$ cat config.mk
export PLATFORM = sky130hd
export DESIGN_NAME = ifq
export DESIGN_NICKNAME = d
export VERILOG_FILES = /design/src/rtl/ifq.sv
export SDC_FILE = /design/constraint.sdc
export NUM_CORES = 1
export LEC_CHECK = 0
export ABC_AREA = 1
export ABC_CLOCK_PERIOD_IN_PS = 3550
export CORE_ASPECT_RATIO = 0.9
export CORE_MARGIN = 2
export CORE_UTILIZATION = 35
export DETAILED_ROUTE_END_ITERATION = 8
export PLACE_DENSITY = 0.62
export SYNTH_ARGS = -nofsm -noshare
export SYNTH_HDL_FRONTEND = slang
export SYNTH_SLANG_ARGS = --single-unit
$ cat constraint.sdc
create_clock -name clock -period 3.55 [get_ports clock]
set_input_delay 0.355 -clock clock [delete_from_list [all_inputs] [get_ports clock]]
set_output_delay 0.355 -clock clock [all_outputs]
set_load 0.05 [all_outputs]
$ cat src/rtl/ifq.sv
// Instruction fetch queue: fetches at a local PC and buffers {inst, pc} pairs in a circular FIFO for dispatch.
// Latency: a cache hit at edge N is visible at the head after edge N (1 cycle); no empty bypass.
// Backpressure: fetch stops while full or redirecting; a pop in the full cycle lets fetch resume the next cycle.
module ifq #(
    parameter int          DEPTH    = 4,
    parameter logic [31:0] RESET_PC = 32'h0000_0000
) (
    input  logic        clock,
    input  logic        reset,
    output logic        Icache_rd_en,
    output logic [31:0] Icache_addr,
    input  logic [31:0] Icache_data,
    input  logic        Icache_hit,
    input  logic        Dispatch_ren,
    input  logic        Dispatch_jmp,
    input  logic [31:0] Dispatch_jmp_addr,
    input  logic        Cdb_flush,
    input  logic [31:0] Cdb_flush_addr,
    output logic [31:0] Ifq_inst,
    output logic [31:0] Ifq_pc,
    output logic        Ifq_empty,
    output logic        Ifq_full
);

    localparam int AW = (DEPTH > 1) ? $clog2(DEPTH) : 1;
    localparam int CW = AW + 1;

    logic [31:0]   r_pc;
    logic [AW-1:0] r_head;
    logic [AW-1:0] r_tail;
    logic [CW-1:0] r_count;
    logic [31:0]   r_inst [DEPTH];
    logic [31:0]   r_pcq  [DEPTH];

    logic w_redirect;
    logic w_push;
    logic w_pop;

    assign w_redirect   = Dispatch_jmp | Cdb_flush;
    assign Ifq_empty    = (r_count == '0);
    assign Ifq_full     = (r_count == CW'(DEPTH));
    // The reset input gates the request so nothing is fetched while reset is held.
    assign Icache_rd_en = reset & ~Ifq_full & ~w_redirect;
    assign Icache_addr  = r_pc;
    assign w_push       = Icache_rd_en & Icache_hit;
    assign w_pop        = Dispatch_ren & ~Ifq_empty & ~w_redirect;
    assign Ifq_inst     = r_inst[r_head];
    assign Ifq_pc       = r_pcq[r_head];

    // PC, pointers and occupancy; a redirect flushes everything and wins over push/pop.
    always_ff @(posedge clock or negedge reset) begin
        if (!reset) begin
            r_pc    <= RESET_PC;
            r_head  <= '0;
            r_tail  <= '0;
            r_count <= '0;
        end else if (w_redirect) begin
            r_pc    <= Cdb_flush ? Cdb_flush_addr : Dispatch_jmp_addr;
            r_head  <= '0;
            r_tail  <= '0;
            r_count <= '0;
        end else begin
            if (w_push) begin
                r_tail <= r_tail + AW'(1);
                r_pc   <= r_pc + 32'd4;
            end
            if (w_pop) begin
                r_head <= r_head + AW'(1);
            end
            case ({w_push, w_pop})
                2'b10:   r_count <= r_count + CW'(1);
                2'b01:   r_count <= r_count - CW'(1);
                default: r_count <= r_count;
            endcase
        end
    end

    // Entry storage; cleared on reset so the head reads zero until the first fill.
    always_ff @(posedge clock or negedge reset) begin
        if (!reset) begin
            for (int i = 0; i < DEPTH; i++) begin
                r_inst[i] <= '0;
                r_pcq[i]  <= '0;
            end
        end else if (w_push) begin
            r_inst[r_tail] <= Icache_data;
            r_pcq[r_tail]  <= r_pc;
        end
    end

endmodule

### Word-level counts from Yosys, hierarchy flattened

Cells that the tools add are included.

* flip-flop bits (word level): 295
* bits of input ports: 102
* output and inout port bits: 99

* add/subtract/negate cells: 5
* order comparisons: 3
* equal/unequal tests: 3
* multiplexer cells: 19
* bitwise gates (word level): 11
* reductions and logical operators: 5

Operators with widths (number)
* 128-bit bitwise mux: 2
* 32-bit 2-to-1 mux: 8
* 32-bit binary-select mux with 2-bit select: 2
* 32-bit demux with 2-bit select: 1
* 32-bit by 3-bit adder with 32-bit output (second input constant): 1
* 2-bit 2-to-1 mux: 4
* 3-bit >= comparator (second input constant): 2
* 2-bit inverter with 3-bit output: 2
* 3-bit case mux with 2 select lines: 1
* 1-bit AND: 5
* 2-bit by 1-bit adder with 2-bit output (second input constant): 2
* 2-bit nonzero test: 2
* 3-bit by 1-bit adder with 3-bit output (second input constant): 1
* 3-bit == test (second input constant): 1
* 3-bit logical NOT: 1
* 3-bit by 1-bit less-than comparator with 1-bit output (second input constant): 1
* 3-bit 2-to-1 mux: 1
* 1-bit inverter: 3
* 3-bit nonzero test: 1
* 3-bit by 1-bit subtractor with 3-bit output (second input constant): 1
* 2-bit by 1-bit == test with 1-bit output (second input constant): 1
* 2-bit == test (second input constant): 1
* 1-bit logical AND: 1
* 1-bit OR: 1

### Depth between registers and ports, before layout

Gate-level depths: netlist of run 1.

* depth after elaboration: 8
* gate-level depth with buffers: 11

### Worst setup path after synthesis of run 1

No wires, ideal clock.

* path type: register -> output
* from: reg r_head[0]
* to: out Ifq_pc[11]
* data arrival time: 1.894 ns
* data required time: 3.195 ns
* path slack: 1.301 ns
* cell stages (with the launch flop): 6
* buffers on the path: 3
* cells stage by stage: dfrtp_1 buf_2 clkbuf_1 clkbuf_1 nor2_1 o22ai_1

* word-level cells in the longest chain between the ends: 4

Ends and longest elaborated chain
* from (decl): line 29 `logic [AW-1:0] r_head;`
* from (signal assigned): line 68 `r_head <= r_head + AW'(1);`
* 2-bit inverter with 3-bit output (not written as such): line 48 `assign Ifq_pc = r_pcq[r_head];`
* 32-bit binary-select mux with 2-bit select: line 48
* 32-bit 2-to-1 mux (not written as such) (2 in a row): line 48
* to (decl): line 20 `output logic [31:0] Ifq_pc,`

Every way passes these cells. The select of a mux whose other input is x is not followed.

### Worst setup path after layout of run 1

Ends and elaborated chain as after synthesis.

==> results of run 1 <==
sequential cells by signal (all words and copies together), names as in the netlist:
register,count
Icache_addr,32
r_count,3
r_head,2
r_inst,128
r_pcq,128
r_tail,2
worst min-delay path by stage:
stage | startpoint | endpoint | slack (ns) | cells past startpoint
after global placement | reset | r_inst[7] | 0.33 | 1
after floorplan | reset | Icache_addr[0] | 0.06 | 0
after detailed placement | reset | r_inst[7] | 0.34 | 1
after global routing | reset | r_inst[7] | 0.41 | 2
after CTS | reset | r_inst[7] | 0.38 | 2
final | reset | r_inst[7] | 0.39 | 2
cell families after synthesis:
kind of cell    Yosys count  share of synthesized area (%)
fa+ha+maj                 6                          0.591
buf+inv                 204                           7.03
simple gates            686                           19.1
compound gates          539                           20.1
xor+xnor                  3                          0.188
flops                   295                           52.8
mux                       2                          0.143
metrics by stage:
step                      cell area (um2)  worst slack [ns]  util, %  hold slack, ns  power (mW)
after CTS                           17400             0.326     44.2           0.375        9.63
after global routing                17400             0.228     44.2           0.413        9.93
after floorplan                     14000              1.30        -          0.0594        5.11
after global placement              16300             0.780     41.3           0.332        5.93
after detailed placement            16300             0.782     41.3           0.337        5.95
final                               17400             0.336     44.2           0.390        9.52
metal layers:
metal	up-vias	routed length (um)
met2	439	17700
met5	-	0
li1	6052	-
met4	0	680
met3	48	2920
met1	5853	19100
power groups by stage:
| stage | clock network [mW] | registers (mW) | logic (mW) |
|---|---|---|---|
| floorplan | 0 | 3.96 | 1.15 |
| global placement | 0 | 3.83 | 2.09 |
| detailed placement | 0 | 3.84 | 2.11 |
| CTS | 3.73 | 3.78 | 2.12 |
| global route | 3.86 | 3.82 | 2.26 |
| finish | 3.63 | 3.78 | 2.10 |
layout make-up:
type,instances,area [um2]
flip-flops and latches,295,7390
fillers,3933,22000
clock inverters,10,153
repair buffers,227,2270
multi-input cells,1236,5630
clock buffers,50,995
inverters,88,334
well taps,532,666
critical path: cells and delay by family, from the launching register on:
| kind | cells | cell delay (ns) |
|---|---|---|
| buffers and inverters | 3 | 1.56 |
| DFF | 1 | 0.50 |
| AOI/OAI and AO/OA | 2 | 0.27 |
layout by cell type (no fill, tap or decap), types with 2 or more instances in the layout:
master	count
nand2_1	402
dfrtp_1	293
o21ai_1	256
nor2_1	240
clkdlybuf4s50_1	171
o21ai_0	169
inv_1	85
o22ai_1	70
buf_4	44
clkbuf_16	37
a21oi_1	34
nand3_1	28
clkbuf_1	11
buf_12	10
clkinv_2	6
ha_1	5
nand2_4	4
o211ai_1	4
nand4_1	4
bufinv_16	4
a22oi_1	3
a31oi_1	3
nor2_2	2
mux2i_1	2
xor2_1	2
clkbuf_8	2
==> flow_metrics.py, run 1 <==
metrics = {
    "status": {
        "status": "completed",
    },
    "die": {
        "die_h_um": 194,
        "start_util_pct": 35.4,
        "ios": 201,
        "die-width_um": 215,
        "fp-row-count": 69,
        "core_um2": 39500,
        "die_area_um2": 41500,
    },
    "cts": {
        "hold_buffers": 1,
        "numCtsBuffers": 35,
        "cts_root_buffer": "clkbuf_16",
        "htreeDepth": 2,
        "ctsResizeCount": 0,
        "post_cts_buffers": 0,
        "cts_tree": "built",
        "clk_latency_ns": 0.52,
        "clkSlewWorstSetupHoldPaths_ns": 0.06,
        "cts_buffer_depth": 3,
        "clock_sinks": 295,
    },
    "yosys": {
        "ys_types": 32,
        "synth_seq_area_share_pct": 52.8,
        "synth_area_leaders": "dfrtp_1, nand2_1, o21ai_1",
        "synthTopCellsByCount": "nand2_1, dfrtp_1, o21ai_1, nor2_1, o21ai_0",
        "synthFlopType": "dfrtp_1",
        "syn_area_um2": 14000,
        "ys_ff_latch": 295,
        "syn_inst": 1735,
        "yosys.area.top_type": "dfrtp_1",
        "synth_top_area_share_pct": 52.8,
        "async_reset_ff_share_pct": 100,
        "synth-edff-count": 0,
        "yosysMostFrequentCell": "nand2_1",
        "syn_nets": 1843,
        "postSynthAreaPerCell_um2": 8.06,
        "yosys_warnings": 0,
    },
    "layout": {
        "n_antenna_cell": 0,
        "area_growth_pct": 24.8,
        "fin_cells": 2438,
        "final_nets": 1991,
        "drive_above_1_share_pct": 6.19,
    },
    "drt": {
        "post_drt_wl_per_cell_um": 16.6,
        "vias_per_cell": 5.08,
        "routed-via-count": 12392,
        "drc": 0,
        "drt-total-wl_mm": 40.5,
        "firstDrtPassIters": 5,
        "drtIter0Drc": 1067,
        "ant_nets": 0,
    },
    "setup_path": {
        "critPathRequiredTime_ns": 3.19,
        "critPathCapture": "Ifq_pc[11]",
        "cpPeakStageDelay_ns": 0.96,
        "r2r-end": "Icache_addr[18]",
        "critPathLaunch": "r_head[0]",
        "rr_worst_depth": 10,
        "cp_max_fo": 24,
        "cp.arrival_ns": 2.86,
        "rrSetupSlack_ns": 1.30,
        "reg2reg_from": "Icache_addr[2]",
        "startpoint_type": "flop",
        "crit_type": "reg2out",
        "cp_cell_sequence": "clkinv_2, buf_4, o21ai_0, o22ai_1, clkdlybuf4s50_1",
        "cp_slowest_cell": "clkdlybuf4s50_1",
        "cp-end-kind": "primary output",
    },
    "placed_design": {
        "hpwlAfterDp_mm": 26.4,
        "dp_cells": 2377,
        "portBuffers": 200,
        "place_congestion": 0.899,
    },
    "global_routing": {
        "grt_max_degree": 129,
        "gr-usage-all-layers_pct": 19.4,
        "met1_usage_pct": 27.8,
        "antenna_found_initial": 0,
        "grt_use_met3_pct": 4.07,
        "grt_pass1_vias": 11996,
        "grt-ovfl-total": 0,
        "busiest_layer": "met2",
        "gr-usage-met2_pct": 30.1,
        "grt_pass1_wl_mm": 65.6,
    },
    "power": {
        "irDropWorstVdd_mv": 0.272,
        "clock_power_share_pct": 38.2,
        "power_density_nw_per_um2": 546,
        "comb_power_share_pct": 22.1,
        "p_switching_mw": 3.01,
        "p_leak_nw": 8.05,
        "p_seq_share_pct": 39.8,
        "swShare_pct": 31.6,
        "power.internal_mw": 6.51,
    },
    "timing": {
        "rsz0062_at_grt": "false",
        "setup_tns_ns": 0,
        "hold_viol": 0,
        "setup_viol": 0,
        "fin_skew_ns": 0.0193,
        "finalCriticalPeriod_ns": 3.21,
        "clock.fmax_ghz": 0.311,
        "slew_headroom_pct": 37.6,
        "tightestPinTransition_ns": 0.937,
        "fin_crit_sh_pct": 90.5,
        "slew_violations": 0,
    },
    "job": {
        "cap_viol_max_count": 0,
    },
    "hold_path": {
        "hold_path.class": "in2async",
    },
}
No activity file was read; power rests on OpenSTA's default activity.
==> run 2: changes to the inputs <==
- CORE_UTILIZATION: 35 -> 60
- DONT_BUFFER_PORTS: not set -> 1
- PLACE_DENSITY: 0.62 -> 0.83
==> run 2 against run 1 <==
  * The run now ends with hold timing left
  * Sequential power up 5%
  * Non-clock buffer count down 142
  * Cell count down 16%
  * Via count up 0.46%
  * First-iteration DRC count up 38%
  * Highest routed layer unchanged
==> flow_metrics.py, run 2 (synthesis results as in run 1) <==
metrics = {
    "drt": {
        "drt-total-wl_mm": 37.3,
        "post_drt_wl_per_cell_um": 18.2,
        "drtIter0Drc": 1471,
        "vias_per_cell": 6.06,
        "ant_nets": 0,
        "firstDrtPassIters": 5,
        "drc": 0,
        "routed-via-count": 12449,
    },
    "power": {
        "swShare_pct": 32.2,
        "power.internal_mw": 5.88,
        "comb_power_share_pct": 18.6,
        "p_switching_mw": 2.79,
        "total_power_mw": 8.67,
        "power_density_nw_per_um2": 565,
        "p_seq_share_pct": 45.6,
        "clock_power_share_pct": 35.8,
        "p_leak_nw": 7.40,
        "irDropWorstVdd_mv": 0.510,
    },
    "die": {
        "start_util_pct": 61.5,
        "core_um2": 22700,
        "die_h_um": 149,
        "die-width_um": 165,
        "ios": 201,
        "fp-row-count": 52,
        "die_area_um2": 24500,
    },
    "cts": {
        "cts_tree": "built",
        "cts_buffer_depth": 3,
        "numCtsBuffers": 29,
        "hold_buffers": 3,
        "clkSlewWorstSetupHoldPaths_ns": 0.06,
        "clk_latency_ns": 0.54,
        "clock_sinks": 295,
        "ctsResizeCount": 0,
        "post_cts_buffers": 0,
        "htreeDepth": 1,
        "cts_root_buffer": "clkbuf_16",
    },
    "layout": {
        "fillers": 1802,
        "final_common_cell": "nand2_1",
        "final_nets": 1843,
        "drive_above_1_share_pct": 8.03,
        "area_growth_pct": 9.85,
        "layout_common_cells": "nand2_1, dfrtp_1, o21ai_1, nor2_1, o21ai_0",
    },
    "setup_path": {
        "cp_top_family": "buffers and inverters",
        "cp_slowest_cell": "buf_4",
        "cpPeakStageDelay_ns": 0.59,
        "critPathRequiredTime_ns": 3.19,
        "crit_type": "reg2out",
        "cp_max_fo": 64,
        "cp.arrival_ns": 2.53,
        "cp_cell_sequence": "buf_4, o21ai_0, o22ai_1, buf_4",
        "cp-end-kind": "primary output",
        "startpoint_type": "flop",
        "cpMostUsedCell": "buf_4",
        "path_buf_inv": 2,
    },
    "hold_path": {
        "hold_path.class": "in2async",
    },
    "timing": {
        "slew_headroom_pct": 41.1,
        "finalCriticalPeriod_ns": 2.89,
        "hold_viol": 295,
        "fin_crit_sh_pct": 81.4,
        "whs_ns": -0.494,
        "setup_tns_ns": 0,
        "fin_skew_ns": 0.00567,
        "clock.fmax_ghz": 0.346,
        "setup_viol": 0,
        "tightestPinTransition_ns": 0.881,
        "slew_violations": 0,
        "rsz0062_at_grt": "false",
    },
    "global_routing": {
        "grt_pass1_wl_mm": 59.5,
        "grt-ovfl-total": 0,
        "antenna_found_initial": 1,
        "gr-usage-all-layers_pct": 30.4,
        "grt_pass1_vias": 11627,
        "grt_max_degree": 298,
    },
    "job": {
        "cap_viol_max_count": 0,
    },
    "status": {
        "status": "finished with violations",
        "violations": "hold timing",
    },
    "placed_design": {
        "portBuffers": 0,
        "place_congestion": 0.926,
        "hpwlAfterDp_mm": 23.4,
    },
}
## run 2: power groups by stage
stage	Combinational [mW]	Clock, mW	Sequential, mW
5_1_grt	1.73	3.27	3.98
4_1_cts	1.61	3.12	3.95
2_1_floorplan	1.15	0	3.96
3_3_place_gp	1.57	0	4.00
3_5_place_dp	1.60	0	4.01
6_report	1.61	3.10	3.96
## run 2: layout make-up
cell class | count | area [um2] | area share [%]
Multi-Input combinational cell | 1236 | 5630 | 36.7
Tap cell | 297 | 372 | 2.42
Sequential cell | 295 | 7390 | 48.1
Antenna cell | 1 | 2.50 | 0.0163
Timing Repair Buffer | 85 | 671 | 4.37
Clock buffer | 40 | 817 | 5.32
Inverter | 88 | 334 | 2.18
Clock inverter | 11 | 135 | 0.880
## run 2: metal layers
layer  up-vias  track usage [%]  wire (um)  share of wire, %
met5         -                0          0                 0
met4         0             8.70        862               2.3
met3        72             7.09       3530               9.5
met2       611             48.5      17400                47
met1      6007             42.0      15500                41
li1       5759                -          -                 -
## run 2: final timing paths
| path | startpoint | endpoint | slack [ns] | depth (start not counted) |
|---|---|---|---|---|
| hold / removal | reset | r_pcq[92] | -0.49 | 0 |
| hold reg to reg | r_pcq[60] | r_pcq[60] | 0.48 | 2 |
| setup / recovery | r_head[0] | Ifq_pc[14] | 0.66 | 4 |
| max in group asynchronous | reset | r_head[1] | 3.70 | 0 |
| min in group clock | Icache_data[31] | r_inst[31] | 0.01 | 2 |
| setup reg to reg | Icache_addr[2] | Icache_addr[15] | 1.16 | 8 |
## run 2: through the flow
stage               std cells  utilization, %  instance area [um2]  worst slack, ns
floorplan                1735               -                14000             1.30
global placement         1998            63.3                14400             1.27
detailed placement       1998            63.3                14400             1.21
CTS                      2052            67.6                15300            0.720
global route             2053            67.6                15400            0.519
finish                   2053            67.6                15400            0.661
